### src/rtl/spike_window_classifier_if.sv
// Result channel of spike_window_classifier: valid/ready handshake plus the classification fields.
// master = classifier (producer), slave = downstream consumer.
interface spike_window_classifier_if #(
    parameter int unsigned NUM_NEURONS = 16,
    parameter int unsigned CNT_W       = 12
);
    logic                   result_valid;
    logic                   result_ready;
    logic [CNT_W-1:0]       result_count;
    logic                   result_detect;
    logic [NUM_NEURONS-1:0] active_mask;

    modport master (
        output result_valid,
        output result_count,
        output result_detect,
        output active_mask,
        input  result_ready
    );

    modport slave (
        input  result_valid,
        input  result_count,
        input  result_detect,
        input  active_mask,
        output result_ready
    );
endinterface

### src/rtl/spike_window_classifier.sv
// Windowed spike counter/classifier: counts spikes over WINDOW valid samples per frame and reports
// count, activity mask and detect flag over a valid/ready channel. Optional macro: SPIKE_HYST_EN.
module spike_window_classifier #(
    parameter int unsigned NUM_NEURONS = 16,
    parameter int unsigned WINDOW      = 64,
    parameter int unsigned CNT_W       = 12
) (
    input  logic                   clk,
    input  logic                   rst,
    input  logic                   frame_start,
    input  logic                   spike_valid,
    input  logic [NUM_NEURONS-1:0] spike_in,
    input  logic [CNT_W-1:0]       thresh,
    spike_window_classifier_if.master res,
    output logic                   busy,
    output logic                   overrun
);
    localparam int unsigned PC_W  = $clog2(NUM_NEURONS + 1);
    localparam int unsigned SUM_W = ((CNT_W > PC_W) ? CNT_W : PC_W) + 1;
    localparam int unsigned SMP_W = $clog2(WINDOW + 1);
    localparam logic [SMP_W-1:0] LastSample = SMP_W'(WINDOW);
    localparam logic [SUM_W-1:0] CntMax = {{(SUM_W - CNT_W){1'b0}}, {CNT_W{1'b1}}};

    typedef enum logic [1:0] {StIdle, StAccum, StReport} state_e;

    state_e                 state_q, state_d;
    logic [CNT_W-1:0]       count_q, count_d;
    logic [NUM_NEURONS-1:0] mask_q, mask_d;
    logic [SMP_W-1:0]       samp_q, samp_d;
    logic [CNT_W-1:0]       thresh_q, thresh_d;
    logic [CNT_W-1:0]       res_count_q, res_count_d;
    logic                   res_detect_q, res_detect_d;
    logic [NUM_NEURONS-1:0] res_mask_q, res_mask_d;

    logic                   transfer, start, take, prev_eff;
    logic [PC_W-1:0]        pop;
    logic [SUM_W-1:0]       sum;
    logic [CNT_W-1:0]       base_count, acc_count, thr_eff;
    logic [NUM_NEURONS-1:0] base_mask, acc_mask;
    logic [SMP_W-1:0]       base_samp, acc_samp;

`ifdef SPIKE_HYST_EN
    logic prev_detect_q, prev_detect_d;
`endif

    always_comb begin
        state_d      = state_q;
        count_d      = count_q;
        mask_d       = mask_q;
        samp_d       = samp_q;
        thresh_d     = thresh_q;
        res_count_d  = res_count_q;
        res_detect_d = res_detect_q;
        res_mask_d   = res_mask_q;

        pop = '0;
        for (int i = 0; i < NUM_NEURONS; i++) begin
            pop = pop + PC_W'(spike_in[i]);
        end

        transfer = (state_q == StReport) && res.result_ready;
        // frame_start is honoured everywhere except a REPORT that is still stalled
        start    = frame_start && ((state_q != StReport) || res.result_ready);
        overrun  = (state_q == StReport) && frame_start && !res.result_ready;
        take     = spike_valid && (start || (state_q == StAccum));

        base_count = start ? '0 : count_q;
        base_mask  = start ? '0 : mask_q;
        base_samp  = start ? '0 : samp_q;
        thr_eff    = start ? thresh : thresh_q;

        sum       = SUM_W'(base_count) + SUM_W'(pop);
        acc_count = (sum > CntMax) ? CntMax[CNT_W-1:0] : sum[CNT_W-1:0];
        acc_mask  = base_mask | spike_in;
        acc_samp  = base_samp + 1'b1;

`ifdef SPIKE_HYST_EN
        prev_detect_d = prev_detect_q;
        if (transfer) prev_detect_d = res_detect_q;
        prev_eff = transfer ? res_detect_q : prev_detect_q;
`else
        prev_eff = 1'b0;
`endif

        if (transfer) state_d = StIdle;

        if (start) begin
            state_d  = StAccum;
            count_d  = '0;
            mask_d   = '0;
            samp_d   = '0;
            thresh_d = thresh;
        end

        if (take) begin
            count_d = acc_count;
            mask_d  = acc_mask;
            samp_d  = acc_samp;
            if (acc_samp == LastSample) begin
                state_d      = StReport;
                res_count_d  = acc_count;
                res_mask_d   = acc_mask;
                res_detect_d = prev_eff ? (acc_count >= (thr_eff >> 1)) : (acc_count >= thr_eff);
            end
        end
    end

    always_ff @(posedge clk or negedge rst) begin
        if (!rst) begin
            state_q      <= StIdle;
            count_q      <= '0;
            mask_q       <= '0;
            samp_q       <= '0;
            thresh_q     <= '0;
            res_count_q  <= '0;
            res_detect_q <= 1'b0;
            res_mask_q   <= '0;
        end else begin
            state_q      <= state_d;
            count_q      <= count_d;
            mask_q       <= mask_d;
            samp_q       <= samp_d;
            thresh_q     <= thresh_d;
            res_count_q  <= res_count_d;
            res_detect_q <= res_detect_d;
            res_mask_q   <= res_mask_d;
        end
    end

`ifdef SPIKE_HYST_EN
    always_ff @(posedge clk or negedge rst) begin
        if (!rst) prev_detect_q <= 1'b0;
        else      prev_detect_q <= prev_detect_d;
    end
`endif

    assign res.result_valid  = (state_q == StReport);
    assign res.result_count  = res_count_q;
    assign res.result_detect = res_detect_q;
    assign res.active_mask   = res_mask_q;
    assign busy              = (state_q == StAccum);
endmodule

### src/flat_wrapper.sv
// flat-port wrapper written by rule: the top's interface ports become plain ports
module spike_window_classifier_flat 
#(
    parameter int unsigned NUM_NEURONS = 16,
    parameter int unsigned WINDOW      = 64,
    parameter int unsigned CNT_W       = 12
)
  (clk, rst, frame_start, spike_valid, spike_in, thresh, busy, overrun, res_result_valid, res_result_count, res_result_detect, res_active_mask, res_result_ready);
  spike_window_classifier_if #(.NUM_NEURONS(NUM_NEURONS), .CNT_W(CNT_W)) res_i ();
  input  logic clk;
  input  logic rst;
  input  logic frame_start;
  input  logic spike_valid;
  input  logic [NUM_NEURONS-1:0] spike_in;
  input  logic [CNT_W-1:0] thresh;
  output logic busy;
  output logic overrun;
  output wire logic [$bits(res_i.result_valid)-1:0] res_result_valid;
  output wire logic [$bits(res_i.result_count)-1:0] res_result_count;
  output wire logic [$bits(res_i.result_detect)-1:0] res_result_detect;
  output wire logic [$bits(res_i.active_mask)-1:0] res_active_mask;
  input wire logic [$bits(res_i.result_ready)-1:0] res_result_ready;
  assign res_result_valid = res_i.result_valid;
  assign res_result_count = res_i.result_count;
  assign res_result_detect = res_i.result_detect;
  assign res_active_mask = res_i.active_mask;
  assign res_i.result_ready = res_result_ready;
  spike_window_classifier #(.NUM_NEURONS(NUM_NEURONS), .WINDOW(WINDOW), .CNT_W(CNT_W)) u_core (.clk(clk), .rst(rst), .frame_start(frame_start), .spike_valid(spike_valid), .spike_in(spike_in), .thresh(thresh), .res(res_i), .busy(busy), .overrun(overrun));
endmodule
### config.mk
export PLATFORM = sky130hd
export DESIGN_NAME = spike_window_classifier_flat
export DESIGN_NICKNAME = d
export VERILOG_FILES = /design/src/rtl/spike_window_classifier_if.sv /design/src/rtl/spike_window_classifier.sv /design/src/flat_wrapper.sv
export SDC_FILE = /design/constraint.sdc
export NUM_CORES = 1
export LEC_CHECK = 0
export CELL_PAD_IN_SITES_DETAIL_PLACEMENT = 1
export CELL_PAD_IN_SITES_GLOBAL_PLACEMENT = 1
export CORE_MARGIN = 10
export CORE_UTILIZATION = 38
export DETAILED_ROUTE_END_ITERATION = 7
export PLACE_DENSITY = 0.84
export SLEW_MARGIN = 20
export SYNTH_ARGS = -nofsm -noshare
export SYNTH_HDL_FRONTEND = slang
export SYNTH_SLANG_ARGS = --single-unit
### constraint.sdc
create_clock -name clk -period 3.35 [get_ports clk]
set_input_delay 0.8375 -clock clk [delete_from_list [all_inputs] [get_ports clk]]
set_output_delay 0.8375 -clock clk [all_outputs]
set_load 0.03 [all_outputs]
# Word-level counts from Yosys, hierarchy flattened
# Index checks and enable logic that the tools add are counted.
# word_totals
ff_bits,78
input_bits,33
out_inout_bits,32
# classes
addsub,17
n_lt_le_gt_ge,2
eq_ne,4
n_mux,12
n_bitwise,1
n_reduce_logical,9
# ops
operator,count
adder 5 x 1 -> 5 bit,14
2-to-1 mux 12 bit,4
2-to-1 mux 16 bit,2
bitwise OR 16 bit,1
2-to-1 mux 7 bit,2
adder 12 x 5 -> 13 bit,1
greater-than comparator 13 x 12 -> 1 bit (second input constant),1
>= comparator 12 bit,1
2-to-1 mux 2 bit,4
adder 7 x 1 -> 7 bit (second input constant),1
== test 7 bit (second input constant),1
logical AND 1 bit,5
adder 1 x 1 -> 2 bit,1
== test 2 x 1 -> 1 bit (second input constant),1
== test 2 bit (second input constant),1
logical OR 1 bit,2
inequality test 2 bit (second input constant),1
AND reduction 2 bit,1
zero test 1 bit,1

# Depth between registers and ports, before layout
# Gate-level depths: netlist of run 1.
# depth
depth_word,19
depth_mapped,28
mapped_depth_nobuf,27

# Worst setup path after synthesis of run 1
# OpenSTA, ideal clock, no wires.
# synth_timing
kind,input port to flip-flop
start,input port spike_in[0]
end,register u_core.res_detect_q (netlist: u_core.res.result_detect)
t_arrival_ns,6.340
setup_slack_ns,-3.074
cell_stages,24
n_path_buf,1
path_cell_list,ha_1 -> inv_1 -> fa_1 -> fa_1 -> fa_1 -> fa_1 -> fa_1 -> inv_1 -> fa_1 -> fa_1 -> a211oi_1 -> o21bai_1 -> nor4b_4 -> and3_1 -> buf_6 -> nor2_2 -> inv_1 -> ha_1 -> o21ai_0 -> a21oi_1 -> o21ai_0 -> a211oi_1 -> o22ai_1 -> o21ai_0
# synth_between
elab_chain_len,19
# synth_lines
element,line,text
start: declaration,flat_wrapper.sv:14,input logic [NUM_NEURONS-1:0] spike_in;
adder 1 x 1 -> 2 bit *,spike_window_classifier.sv:58,pop = pop + PC_W'(spike_in[i]);
adder 5 x 1 -> 5 bit * (14 in a row),spike_window_classifier.sv:58,
adder 12 x 5 -> 13 bit *,spike_window_classifier.sv:72,sum = SUM_W'(base_count) + SUM_W'(pop);
greater-than comparator 13 x 12 -> 1 bit,spike_window_classifier.sv:73,acc_count = (sum > CntMax) ? CntMax[CNT_W-1:0] : sum[CNT_W-1:0];
2-to-1 mux 12 bit *,spike_window_classifier.sv:73,
via u_core.acc_count[2],spike_window_classifier.sv:38,"logic [CNT_W-1:0] base_count, acc_count, thr_eff;"
>= comparator 12 bit *,spike_window_classifier.sv:103,res_detect_d = prev_eff ? (acc_count >= (thr_eff >> 1)) : (acc_count >= thr_eff);
end signal: assignment,spike_window_classifier.sv:125,res_detect_q <= res_detect_d;
end: declaration,spike_window_classifier.sv:32,"logic res_detect_q, res_detect_d;"
# Mark *: on every way through the listed nets, which the timed path passes. The rest lies on a longest branch.
# A chain may end at the register's enable or synchronous reset.

# Final worst setup path of run 1
# layout_timing
start,input port spike_in[2]
end,register u_core.res_detect_q (netlist: u_core.res.result_detect)
# layout_between
elab_chain_len,18
# layout_lines
element,line
adder 5 x 1 -> 5 bit * (14 in a row),spike_window_classifier.sv:58
adder 12 x 5 -> 13 bit *,spike_window_classifier.sv:72
greater-than comparator 13 x 12 -> 1 bit,spike_window_classifier.sv:73
2-to-1 mux 12 bit *,spike_window_classifier.sv:73
via u_core.acc_count[11],spike_window_classifier.sv:38
>= comparator 12 bit *,spike_window_classifier.sv:103
# Marked as above.

==> summary.txt, run 1 <==
Run
  – Max_cap viols: 0

Global route
  – First-pass GRT wire length: 26500 um
  – Largest net degree at the start of global routing: 79
  – Number of global-route vias before repair: 4675
  – Initial antenna violation count: 0
  – Total gr overflow: 0
  – Global Route Usage Sum: 21.0%

STA
  – Final Hold Violating Endpoints: 0
  – Count of pins over their slew limit: 0
  – RSZ-0062 raised after global routing: true
  – Worst hold margin: between 0.3 and 0.4 ns
  – Setup TNS: -61.86 ns
  – Slew @ Worst Pin: 0.740 ns
  – Period Utilization, post-route: 201%
  – Final setup violation count: 26
  – Setup WS post-layout: -3.39 ns
  – Final Skew: a little under 0.01 ns
  – Maximum clock frequency: 0.148 GHz
  – Crit path time final: 6.74 ns
  – Relative slew slack: 50.5%

Power and ir drop
  – Leakage power total: 3.02 nW
  – Logic pwr share: 58.3%
  – Cell Pwr Density: roughly 640 mW/mm^2
  – Sequential share of power: around a quarter
  – Share of power burned in the clock network: 16.0%
  – Switching Power: 1.65 mW
  – VDD IR max: 0.000378 V
  – P_int: about 2.4 mW
  – Sw Ratio: roughly 40%
  – Total Power: 4.09 mW

Routing
  – Detailed Route Iter0 Violations: approximately 390
  – Drt wl/cell: approximately 27 um
  – First-pass DRT Iterations: 6
  – Final antenna-violating net count: 0
  – DRT Wirelength: 19900 um
  – Via Count: 4353
  – DRC: 0
  – DR vias/cell: 5.91

Logic synthesis
  – Number of synthesized flops with an enable pin: 0
  – Syn nets: 508
  – Number of synthesized register bits: 78
  – Synth cell types: 45
  – Async SR Flop Fraction: 100%
  – Ys flop type: dfrtp_1
  – Synth warn: 0
  – Synth Area per Inst: 9.64 um^2
  – Syn Std Cell Area: 0.00425 mm^2
  – Synth Instances: 441
  – Post-synthesis sequential area ratio: 45.9%

Clock tree
  – Clk slew on worst S/H paths: 0.08 ns
  – Clock Latency Late Sink: 0.38 ns
  – Clock root buffer: clkbuf_8
  – Clk sink count: 78
  – CTS tree: built
  – H-tree levels: 3
  – TritonCTS Buffers: 9
  – Max clock buf depth: 2

Finish
  – Most common cell after layout, fill and taps aside: dfrtp_1
  – Fin util: 58.4%
  – Layout cells sized above 1: 28.2%
  – Fin area: 0.00636 mm^2
  – Non-filler cells, final: 736
  – Final nets: 660
  – ANT cells: 0
  – Synth-to-layout area growth: 49.5%
  – Most frequent cells in the layout: 78 x dfrtp_1, 57 x buf_4, 56 x clkdlybuf4s50_1

Worst setup path
  – Worst setup path start: spike_in[2]
  – Crit path max fanout: 3
  – R2r endpoint: u_core.res.result_detect
  – Reg-to-reg slack, setup: -0.77 ns
  – Crit path capture type: flip-flop
  – FF-to-FF Start: u_core.state_q[1]
  – Worst path required time: ~3.6 ns
  – WS Path Type: in -> reg
  – Worst path arrival time: 7.00 ns
  – Crit start category: input pin
  – CP Capture Point: u_core.res.result_detect
  – R2R depth: 18

Floorplanning
  – Die ar.: 0.0158 mm^2
  – Die H: 126 um
  – Initial Util: 39.0%
  – Die X: between 100 and 150 um
  – Top Ports: 65
  – Row Count: 38
  – Core box area: ~0.011 mm^2

Place
  – Port bufs: 64
  – Setup WS pre-CTS: -3.62 ns
  – Post-DP HPWL: between 9000 and 10000 um
  – Placed Area: 0.00548 mm^2
  – Gpl congestion: slightly below 0.9
  – Cell count after placement: slightly below 700

Outcome
  – Status: finished with violations
  – Failing checks: setup timing

Min path
  – Worst Hold Class: in -> async
## sequential cells by signal, indices dropped and copies added (netlist names)
name and flops:
u_core.mask_q 16, u_core.res.active_mask 16, u_core.count_q 12, u_core.res.result_count 12, u_core.thresh_q 12, u_core.samp_q 7, u_core.state_q 2, u_core.res.result_detect 1
## kinds of logic after synthesis
| group | count (synthesis) | synth area share, % |
|---|---|---|
| multiplexers | 17 | 4.06 |
| flip-flops | 78 | 45.9 |
| AO/OA/AOI/OAI | 104 | 13.4 |
| buffers and inverters | 60 | 6.15 |
| adder cells (fa/ha/maj) | 34 | 11.9 |
| AND/OR/NAND/NOR | 133 | 15.4 |
| XOR/XNOR | 15 | 3.09 |
## worst min path at each step
stage                       startpoint                  to
floorplan           u_core.thresh_q[0]  u_core.thresh_q[0]
global placement     u_core.mask_q[15]   u_core.mask_q[15]
detailed placement   u_core.mask_q[15]   u_core.mask_q[15]
CTS                  u_core.mask_q[15]   u_core.mask_q[15]
global route                       rst  u_core.thresh_q[1]
finish                             rst  u_core.thresh_q[4]
## critical path, stage by stage
cell	delay, ns
dlygate4sd2_1	0.27
inv_2	0.07
fa_1	0.60
fa_1	0.44
fa_1	0.51
fa_1	0.47
fa_2	0.41
inv_2	0.11
fa_2	0.47
buf_4	0.15
ha_1	0.28
a21o_1	0.19
nand4_1	0.21
nand2_1	0.14
and3b_1	0.23
o21ai_2	0.25
nor2_1	0.11
ha_1	0.34
a22oi_2	0.17
nand2_1	0.10
a31oi_1	0.17
o21ai_1	0.10
o22ai_1	0.23
o21ai_1	0.12
## routing by layer
| metal | part of all wire [%] | GRT usage [%] | up-vias | wire (um) |
|---|---|---|---|---|
| li1 | - | - | 1783 | - |
| met1 | 38 | 23.4 | 2241 | 7490 |
| met2 | 51 | 38.0 | 245 | 10200 |
| met3 | 5.6 | 4.03 | 84 | 1110 |
| met4 | 5.4 | 9.11 | 0 | 1070 |
| met5 | 0 | 0 | - | 0 |
## cell type report
type | count | area, um^2
Inverter | 42 | 158
Clock buffer | 12 | 145
Multi-Input combinational cell | 303 | 2330
Tap cell | 140 | 175
Fill cell | 1192 | 4530
Sequential cell | 78 | 1950
Clock inverter | 2 | 10.0
Timing Repair Buffer | 159 | 1590
## timing repair
item | CTS | global route
resized for setup | 73 | 36
gates cloned | 2 | 1
pin swaps | 31 | 28
setup endpoints to repair | 43 | 42
hold buffers | 0 | 0
buffers inserted | 19 | 17
## cell usage after synthesis, drive strengths merged, types with 3 or more instances
library cell / n / share of area (%)
clkbuf: 9 / 0.79
o21ai: 35 / 4.1
xnor2: 7 / 1.4
fa: 11 / 5.2
mux2i: 15 / 3.5
nand2: 48 / 4.2
and2: 10 / 1.5
dfrtp: 78 / 46
xor2: 8 / 1.6
a31oi: 4 / 0.59
and3: 4 / 0.59
nand3: 3 / 0.35
nor3: 7 / 0.94
nor2: 41 / 3.9
a211oi: 3 / 0.53
ha: 23 / 6.8
nor2b: 3 / 0.44
inv: 42 / 3.7
buf: 9 / 1.6
a21o: 4 / 0.71
a21oi: 49 / 5.9
nand4: 6 / 0.88
## power groups by stage
stage	Combinational (mW)	Clock, mW	Sequential, mW
floorplan	0.870	0	1.05
global placement	1.42	0	1.05
detailed placement	1.52	0	1.06
CTS	1.97	0.634	1.04
global route	2.50	0.703	1.06
finish	2.38	0.657	1.05
Power figures use the tool's default switching activity.
==> inputs of run 2 (changes only) <==
--- a/config.mk
+++ b/config.mk
@@ -10,6 +10,7 @@
 export CORE_MARGIN = 10
 export CORE_UTILIZATION = 38
 export DETAILED_ROUTE_END_ITERATION = 7
+export MAX_ROUTING_LAYER = met4
 export PLACE_DENSITY = 0.84
 export SLEW_MARGIN = 20
 export SYNTH_ARGS = -nofsm -noshare
==> run 2 against run 1 <==
Compared with the run above: the flow still finishes with violations (setup timing); non-clock buffer count decreased by 9; sequential share of layout area grew 0.16 points; count of clock-buffer cells in the layout shrank 2; clock power shrank 5.2%; final area down 0.53%; first-iteration DRC count is 15% lower; final cell count fell by 1.4%; combinational power fell by 6%; setup slack worse by 0.029 ns; critical endpoint unchanged; largest cell class unchanged; largest power group unchanged.
==> summary.txt, run 2 (same netlist as run 1, synthesis figures left out) <==
Global route
  – Global Route Usage Sum: 20.5% (-0.52 points)
  – Initial antenna violation count: 0 (unchanged)
  – Largest net degree at the start of global routing: 79 (unchanged)
  – First-pass GRT wire length: 25500 um (-3.8%)
  – Number of global-route vias before repair: 4585 (-1.9%)
  – Total gr overflow: 0 (unchanged)

Routing
  – Detailed Route Iter0 Violations: 328 (-15%)
  – DRT Wirelength: 19300 um (-3.1%)
  – DRC: 0 (unchanged)
  – Via Count: 4305 (-1.1%)
  – Drt wl/cell: 26.5 um (-1.8%)
  – First-pass DRT Iterations: 5 (-1)
  – Final antenna-violating net count: 0 (unchanged)
  – DR vias/cell: 5.93 (+0.26%)

Place
  – Gpl congestion: 0.882 (+0.35%)
  – Setup WS pre-CTS: -3.70 ns (-0.0730 ns)
  – Cell count after placement: 685 (-0.15%)
  – Port bufs: 64 (unchanged)
  – Post-DP HPWL: 9660 um (-2.0%)
  – Placed Area: 0.00548 mm^2 (-0.14%)

Clock tree
  – Clock root buffer: clkbuf_8
  – Hold Buf Count CTS: 0 (unchanged)
  – Clk slew on worst S/H paths: 0.08 ns (about the same)
  – CTS tree: built
  – Max clock buf depth: 2 (unchanged)
  – Clock Latency Late Sink: 0.39 ns (about the same)
  – H-tree levels: 3 (unchanged)
  – TritonCTS Buffers: 9 (unchanged)
  – Clk sink count: 78 (unchanged)

Floorplanning
  – Die H: 126 um (unchanged)
  – Top Ports: 65 (unchanged)
  – Core box area: 0.0109 mm^2 (unchanged)
  – Die ar.: 0.0158 mm^2 (unchanged)
  – Initial Util: 39.0% (unchanged)
  – Die X: 126 um (unchanged)
  – Row Count: 38 (unchanged)

Worst setup path
  – Crit start category: input pin
  – Worst path arrival time: 7.02 ns (+0.02 ns)
  – WS Path Type: in -> reg
  – Worst path required time: 3.60 ns (about the same)
  – Crit path capture type: flip-flop
  – Crit path max fanout: 3 (unchanged)

STA
  – Final setup violation count: 25 (-3.8%)
  – Period Utilization, post-route: 202% (+0.87 points)
  – Crit path time final: 6.77 ns (+0.0293 ns)
  – Final Skew: 0.0151 ns (+0.00541 ns)
  – Count of pins over their slew limit: 0 (unchanged)
  – Setup WS post-layout: -3.42 ns (-0.0293 ns)
  – Maximum clock frequency: 0.148 GHz (-0.43%)
  – Slew @ Worst Pin: 0.739 ns (-0.000987 ns)
  – Final Hold Violating Endpoints: 0 (unchanged)
  – Relative slew slack: 50.8% (+0.21 points)
  – RSZ-0062 raised after global routing: true

Run
  – Max_cap viols: 0 (unchanged)

Finish
  – Non-filler cells, final: 726 (-1.4%)
  – Fin util: 58.1% (-0.31 points)
  – Fillers: 1192 (unchanged)
  – ANT cells: 0 (unchanged)
  – Most common cell after layout, fill and taps aside: dfrtp_1
  – Synth-to-layout area growth: 48.7%
  – Final nets: 651 (-1.4%)
  – Layout cells sized above 1: 30.2% (+2.0 points)
  – Fin area: 0.00632 mm^2 (-0.53%)
  – Most frequent cells in the layout: 78 x dfrtp_1, 57 x buf_4, 56 x clkdlybuf4s50_1

Min path
  – Worst Hold Class: in -> async

Power and ir drop
  – Cell Pwr Density: 619 mW/mm^2 (-3.9%)
  – Leakage power total: 2.98 nW (-1.5%)
  – VDD IR max: 0.000391 V (+3.5%)

Outcome
  – Failing checks: setup timing
  – Status: finished with violations
==> run 2: timing repair <==
item | 4_1_cts | 5_1_grt
setup buffers | 13 | 19
gates cloned | 1 | 2
resized for setup | 73 | 53
pin swaps | 30 | 38
setup endpoints to repair | 43 | 43
hold endpoints to repair | 0 | 0
==> run 2: cell type report <==
class / instances / area, um^2 / share of cell area [%]
Tap cell: 140 / 175 / 2.77
Sequential cell: 78 / 1950 / 30.9
Clock inverter: 3 / 15.0 / 0.237
Multi-Input combinational cell: 303 / 2420 / 38.3
Timing Repair Buffer: 150 / 1470 / 23.3
Inverter: 42 / 158 / 2.49
Clock buffer: 10 / 128 / 2.02
==> run 2: where the power goes <==
part | leakage (nW) | switching (mW) | internal, mW
Combinational | 1.88 | 1.18 | 1.06
Sequential | 1.02 | 0.0415 | 1.01
Clock | 0.0776 | 0.370 | 0.254
Total | 2.98 | 1.59 | 2.32
==> run 2: metal layers <==
layer  share of wire [%]  vias up  global-route usage, %  routed length, um
li1                    -     1761                      -                  -
met1                  38     2180                   22.8               7230
met2                  50      257                   34.7               9660
met3                 6.0      107                   3.57               1150
met4                 6.4        0                   10.3               1230
met5                   0        -                      -                  0
==> run 2: path summary, 6_finish.rpt <==
kind                                                  start                           to  slack (ns)  depth (start not counted)
max in group asynchronous                               rst    u_core.res.active_mask[4]        2.35                          1
worst max-delay path                            spike_in[1]     u_core.res.result_detect       -3.42                         26
min in group clk                u_core.res.result_count[11]  u_core.res.result_count[11]        0.51                          2
worst max register to register            u_core.state_q[0]     u_core.res.result_detect       -0.88                         19
worst min-delay path                                    rst           u_core.thresh_q[2]        0.49                          1
worst min register to register  u_core.res.result_count[11]  u_core.res.result_count[11]        0.51                          2
==> run 2: worst max-delay path, cell delays in order <==
cell,delay (ns)
buf_8,0.10
ha_4,0.26
inv_2,0.05
fa_2,0.56
fa_1,0.45
fa_1,0.53
fa_1,0.46
fa_2,0.37
inv_2,0.11
fa_2,0.49
buf_6,0.16
ha_4,0.21
a21o_1,0.21
nand4_1,0.18
buf_4,0.17
nand2_4,0.05
and3b_1,0.20
o21ai_2,0.25
nor2_2,0.07
ha_1,0.33
a22oi_2,0.15
nand2_1,0.11
a31oi_1,0.21
o21ai_1,0.13
o22ai_1,0.26
o21ai_1,0.12
==> run 2: stage by stage <==
step           total power [mW]  hold WS, ns  setup TNS [ns]
2_1_floorplan              1.92        0.446          -45.83
5_1_grt                    4.07        0.538          -60.45
3_5_place_dp               2.58        0.475          -81.48
6_report                   3.91        0.491          -58.29
4_1_cts                    3.51        0.492          -55.51
3_3_place_gp               2.47        0.462          -73.95
==> inputs of run 3 (changes only) <==
--- a/config.mk
+++ b/config.mk
@@ -5,6 +5,7 @@
 export SDC_FILE = /design/constraint.sdc
 export NUM_CORES = 1
 export LEC_CHECK = 0
+export CAP_MARGIN = 20
 export CELL_PAD_IN_SITES_DETAIL_PLACEMENT = 1
 export CELL_PAD_IN_SITES_GLOBAL_PLACEMENT = 1
 export CORE_MARGIN = 10
@@ -12,7 +13,6 @@
 export DETAILED_ROUTE_END_ITERATION = 7
 export MAX_ROUTING_LAYER = met4
 export PLACE_DENSITY = 0.84
-export SLEW_MARGIN = 20
 export SYNTH_ARGS = -nofsm -noshare
 export SYNTH_HDL_FRONTEND = slang
 export SYNTH_SLANG_ARGS = --single-unit
==> run 3 against run 2 <==
Compared with the run above: the flow still finishes with violations (setup timing); wire length up 0.34%; critical path depth did not move; register-to-register slack gained 0.16 ns; final cell count is 0.28% higher; fmax increased by 0.41%; first-iteration DRC count rose by 4.6%; die area did not move; power increased by 1.2%; final area increased by 0.69%; largest cell class unchanged; largest power group unchanged.
==> summary.txt, run 3 (same netlist as run 1, synthesis figures left out) <==
STA
  – Crit path time final: 6.74 ns (-0.0279 ns)
  – Final Skew: 0.00652 ns (-0.00853 ns)
  – Maximum clock frequency: 0.148 GHz (+0.41%)
  – Period Utilization, post-route: 201% (-0.83 points)
  – Setup WS post-layout: -3.39 ns (+0.0279 ns)
  – Setup TNS: -58.19 ns (+0.101 ns)
  – Final setup violation count: 25 (unchanged)
  – Count of pins over their slew limit: 0 (unchanged)
  – Relative slew slack: 50.6% (-0.11 points)
  – Slew @ Worst Pin: 0.722 ns (-0.0171 ns)
  – Final Hold Violating Endpoints: 0 (unchanged)
  – RSZ-0062 raised after global routing: true

Worst setup path
  – R2R depth: 19 (unchanged)
  – CP Capture Point: u_core.res.result_detect
  – Worst path bufs/invs: 6 (+1)
  – Crit path largest cell delay: 0.57 ns (about the same)
  – Number of cells on the critical path: 26 (unchanged)
  – WS Path Type: in -> reg
  – FF-to-FF Start: u_core.state_q[0]
  – Top delay family on crit path: adder cells
  – Crit-path slowest cell: fa_2
  – Crit path capture type: flip-flop
  – Reg-to-reg slack, setup: -0.72 ns (+0.16 ns)
  – Worst path arrival time: 6.99 ns (-0.03 ns)
  – R2r endpoint: u_core.res.result_detect
  – Worst setup path start: spike_in[1]
  – Crit start category: input pin
  – Worst path required time: 3.60 ns (about the same)
  – Crit path max fanout: 3 (unchanged)

Routing
  – Final antenna-violating net count: 0 (unchanged)
  – DRC: 0 (unchanged)
  – DR vias/cell: 5.90 (-0.46%)
  – Via Count: 4297 (-0.19%)
  – DRT Wirelength: 19300 um (+0.34%)
  – First-pass DRT Iterations: 4 (-1)
  – Drt wl/cell: 26.6 um (about the same)
  – Detailed Route Iter0 Violations: 343 (+4.6%)

Clock tree
  – Clock Latency Late Sink: 0.38 ns (about the same)
  – Hold Buf Count CTS: 0 (unchanged)
  – TritonCTS Buffers: 9 (unchanged)
  – H-tree levels: 3 (unchanged)
  – Clock root buffer: clkbuf_8
  – Clk sink count: 78 (unchanged)
  – Max clock buf depth: 2 (unchanged)
  – CTS tree: built
  – Clk slew on worst S/H paths: 0.08 ns (about the same)

Floorplanning
  – Top Ports: 65 (unchanged)
  – Die ar.: 0.0158 mm^2 (unchanged)
  – Initial Util: 39.0% (unchanged)
  – Die H: 126 um (unchanged)
  – Die X: 126 um (unchanged)
  – Core box area: 0.0109 mm^2 (unchanged)
  – Row Count: 38 (unchanged)

Finish
  – Non-filler cells, final: 728 (+0.28%)
  – Synth-to-layout area growth: 49.7%
  – Most common cell after layout, fill and taps aside: dfrtp_1
  – Layout cells sized above 1: 30.8% (+0.58 points)
  – Most frequent cells in the layout: 78 x dfrtp_1, 58 x buf_4, 56 x clkdlybuf4s50_1
  – Footprint of the multi-input gates: 0.00243 mm^2 (+0.36%)
  – Register area: 0.00195 mm^2 (unchanged)
  – ANT cells: 0 (unchanged)
  – Final nets: 653 (+0.31%)
  – Fillers: 1179 (-1.1%)
  – Fin area: 0.00637 mm^2 (+0.69%)

Outcome
  – Failing checks: setup timing
  – Status: finished with violations

Power and ir drop
  – Leakage power total: 3.00 nW (+0.59%)
  – Total Power: 3.96 mW (+1.2%)
  – Cell Pwr Density: 622 mW/mm^2 (+0.55%)
  – VDD IR max: 0.000368 V (-5.9%)

Place
  – Placed Area: 0.00548 mm^2 (unchanged)
  – Port bufs: 64 (unchanged)
  – Gpl congestion: 0.882 (unchanged)
  – Post-DP HPWL: 9660 um (unchanged)
  – Cell count after placement: 685 (unchanged)

Run
  – Max_cap viols: 0 (unchanged)

Global route
  – Global Route Usage Sum: 20.5% (unchanged)
  – First-pass GRT wire length: 25500 um (unchanged)
  – Initial antenna violation count: 0 (unchanged)
  – Largest net degree at the start of global routing: 79 (unchanged)
  – Total gr overflow: 0 (unchanged)
  – Number of global-route vias before repair: 4585 (unchanged)

Min path
  – Worst Hold Class: in -> async
run 3: cell count changes in the layout (fill, tap and decap cells not counted), sizes merged:
| cell | change |
|---|---|
| buf | +2 |
run 3: through the flow:
step / hold slack [ns] / setup slack [ns] / util (%)
final: 0.280 / -3.39 / 58.5
after global routing: 0.275 / -3.42 / 58.5
after CTS: 0.492 / -3.15 / 54.6
after detailed placement: 0.475 / -3.70 / 50.3
after global placement: 0.462 / -3.39 / 50.3
after floorplan: 0.446 / -2.68 / -
run 3: how the worst min path moves through the flow:
stage | start | endpoint | slack (ns) | cells after the start
3_3_place_gp | u_core.mask_q[15] | u_core.mask_q[15] | 0.46 | 2
6_report | rst | u_core.thresh_q[6] | 0.28 | 1
5_1_grt | rst | u_core.thresh_q[11] | 0.28 | 1
3_5_place_dp | u_core.mask_q[2] | u_core.mask_q[2] | 0.48 | 2
4_1_cts | u_core.mask_q[2] | u_core.mask_q[2] | 0.49 | 2
2_1_floorplan | u_core.thresh_q[0] | u_core.thresh_q[0] | 0.45 | 2
run 3: power by group:
part	switching, mW	internal (mW)
logic	1.22	1.06
clock network	0.371	0.254
registers	0.0441	1.01
run 3: cell type report:
cell class	instances	area share (%)
Multi-Input combinational cell	303	38.2
Sequential cell	78	30.7
Timing Repair Buffer	152	23.7
Tap cell	140	2.75
Inverter	42	2.48
Clock buffer	10	2.00
Clock inverter	3	0.236
run 3: worst register-to-register path, stage by stage, from the launching register on:
cell and delay [ns]:
dfrtp_1 0.39, or3b_4 0.44, nand2_8 0.13, buf_4 0.14, and2_1 0.29, ha_4 0.26, a21o_1 0.23, nand4_1 0.21
buf_4 0.17, nand2_4 0.06, and3b_1 0.19, o21ai_2 0.18, nor2_2 0.05, ha_1 0.33, a22oi_2 0.16, nand2_2 0.11
a31oi_2 0.19, o21ai_1 0.11, o22ai_1 0.23, o21ai_1 0.09
run 3: what timing repair did:
| action | CTS | global route |
|---|---|---|
| pin swaps | 30 | 39 |
| resized for setup | 73 | 56 |
| buffers inserted | 13 | 20 |
| gates cloned | 1 | 2 |
| endpoints found under the setup margin | 43 | 43 |
run 3: metal layers:
layer	vias to the layer above	GRT usage [%]	part of all wire (%)
met5	-	-	0
met3	87	3.57	5.1
met2	212	34.7	51
met1	2230	22.8	39
met4	0	10.3	5.1
li1	1768	-	-
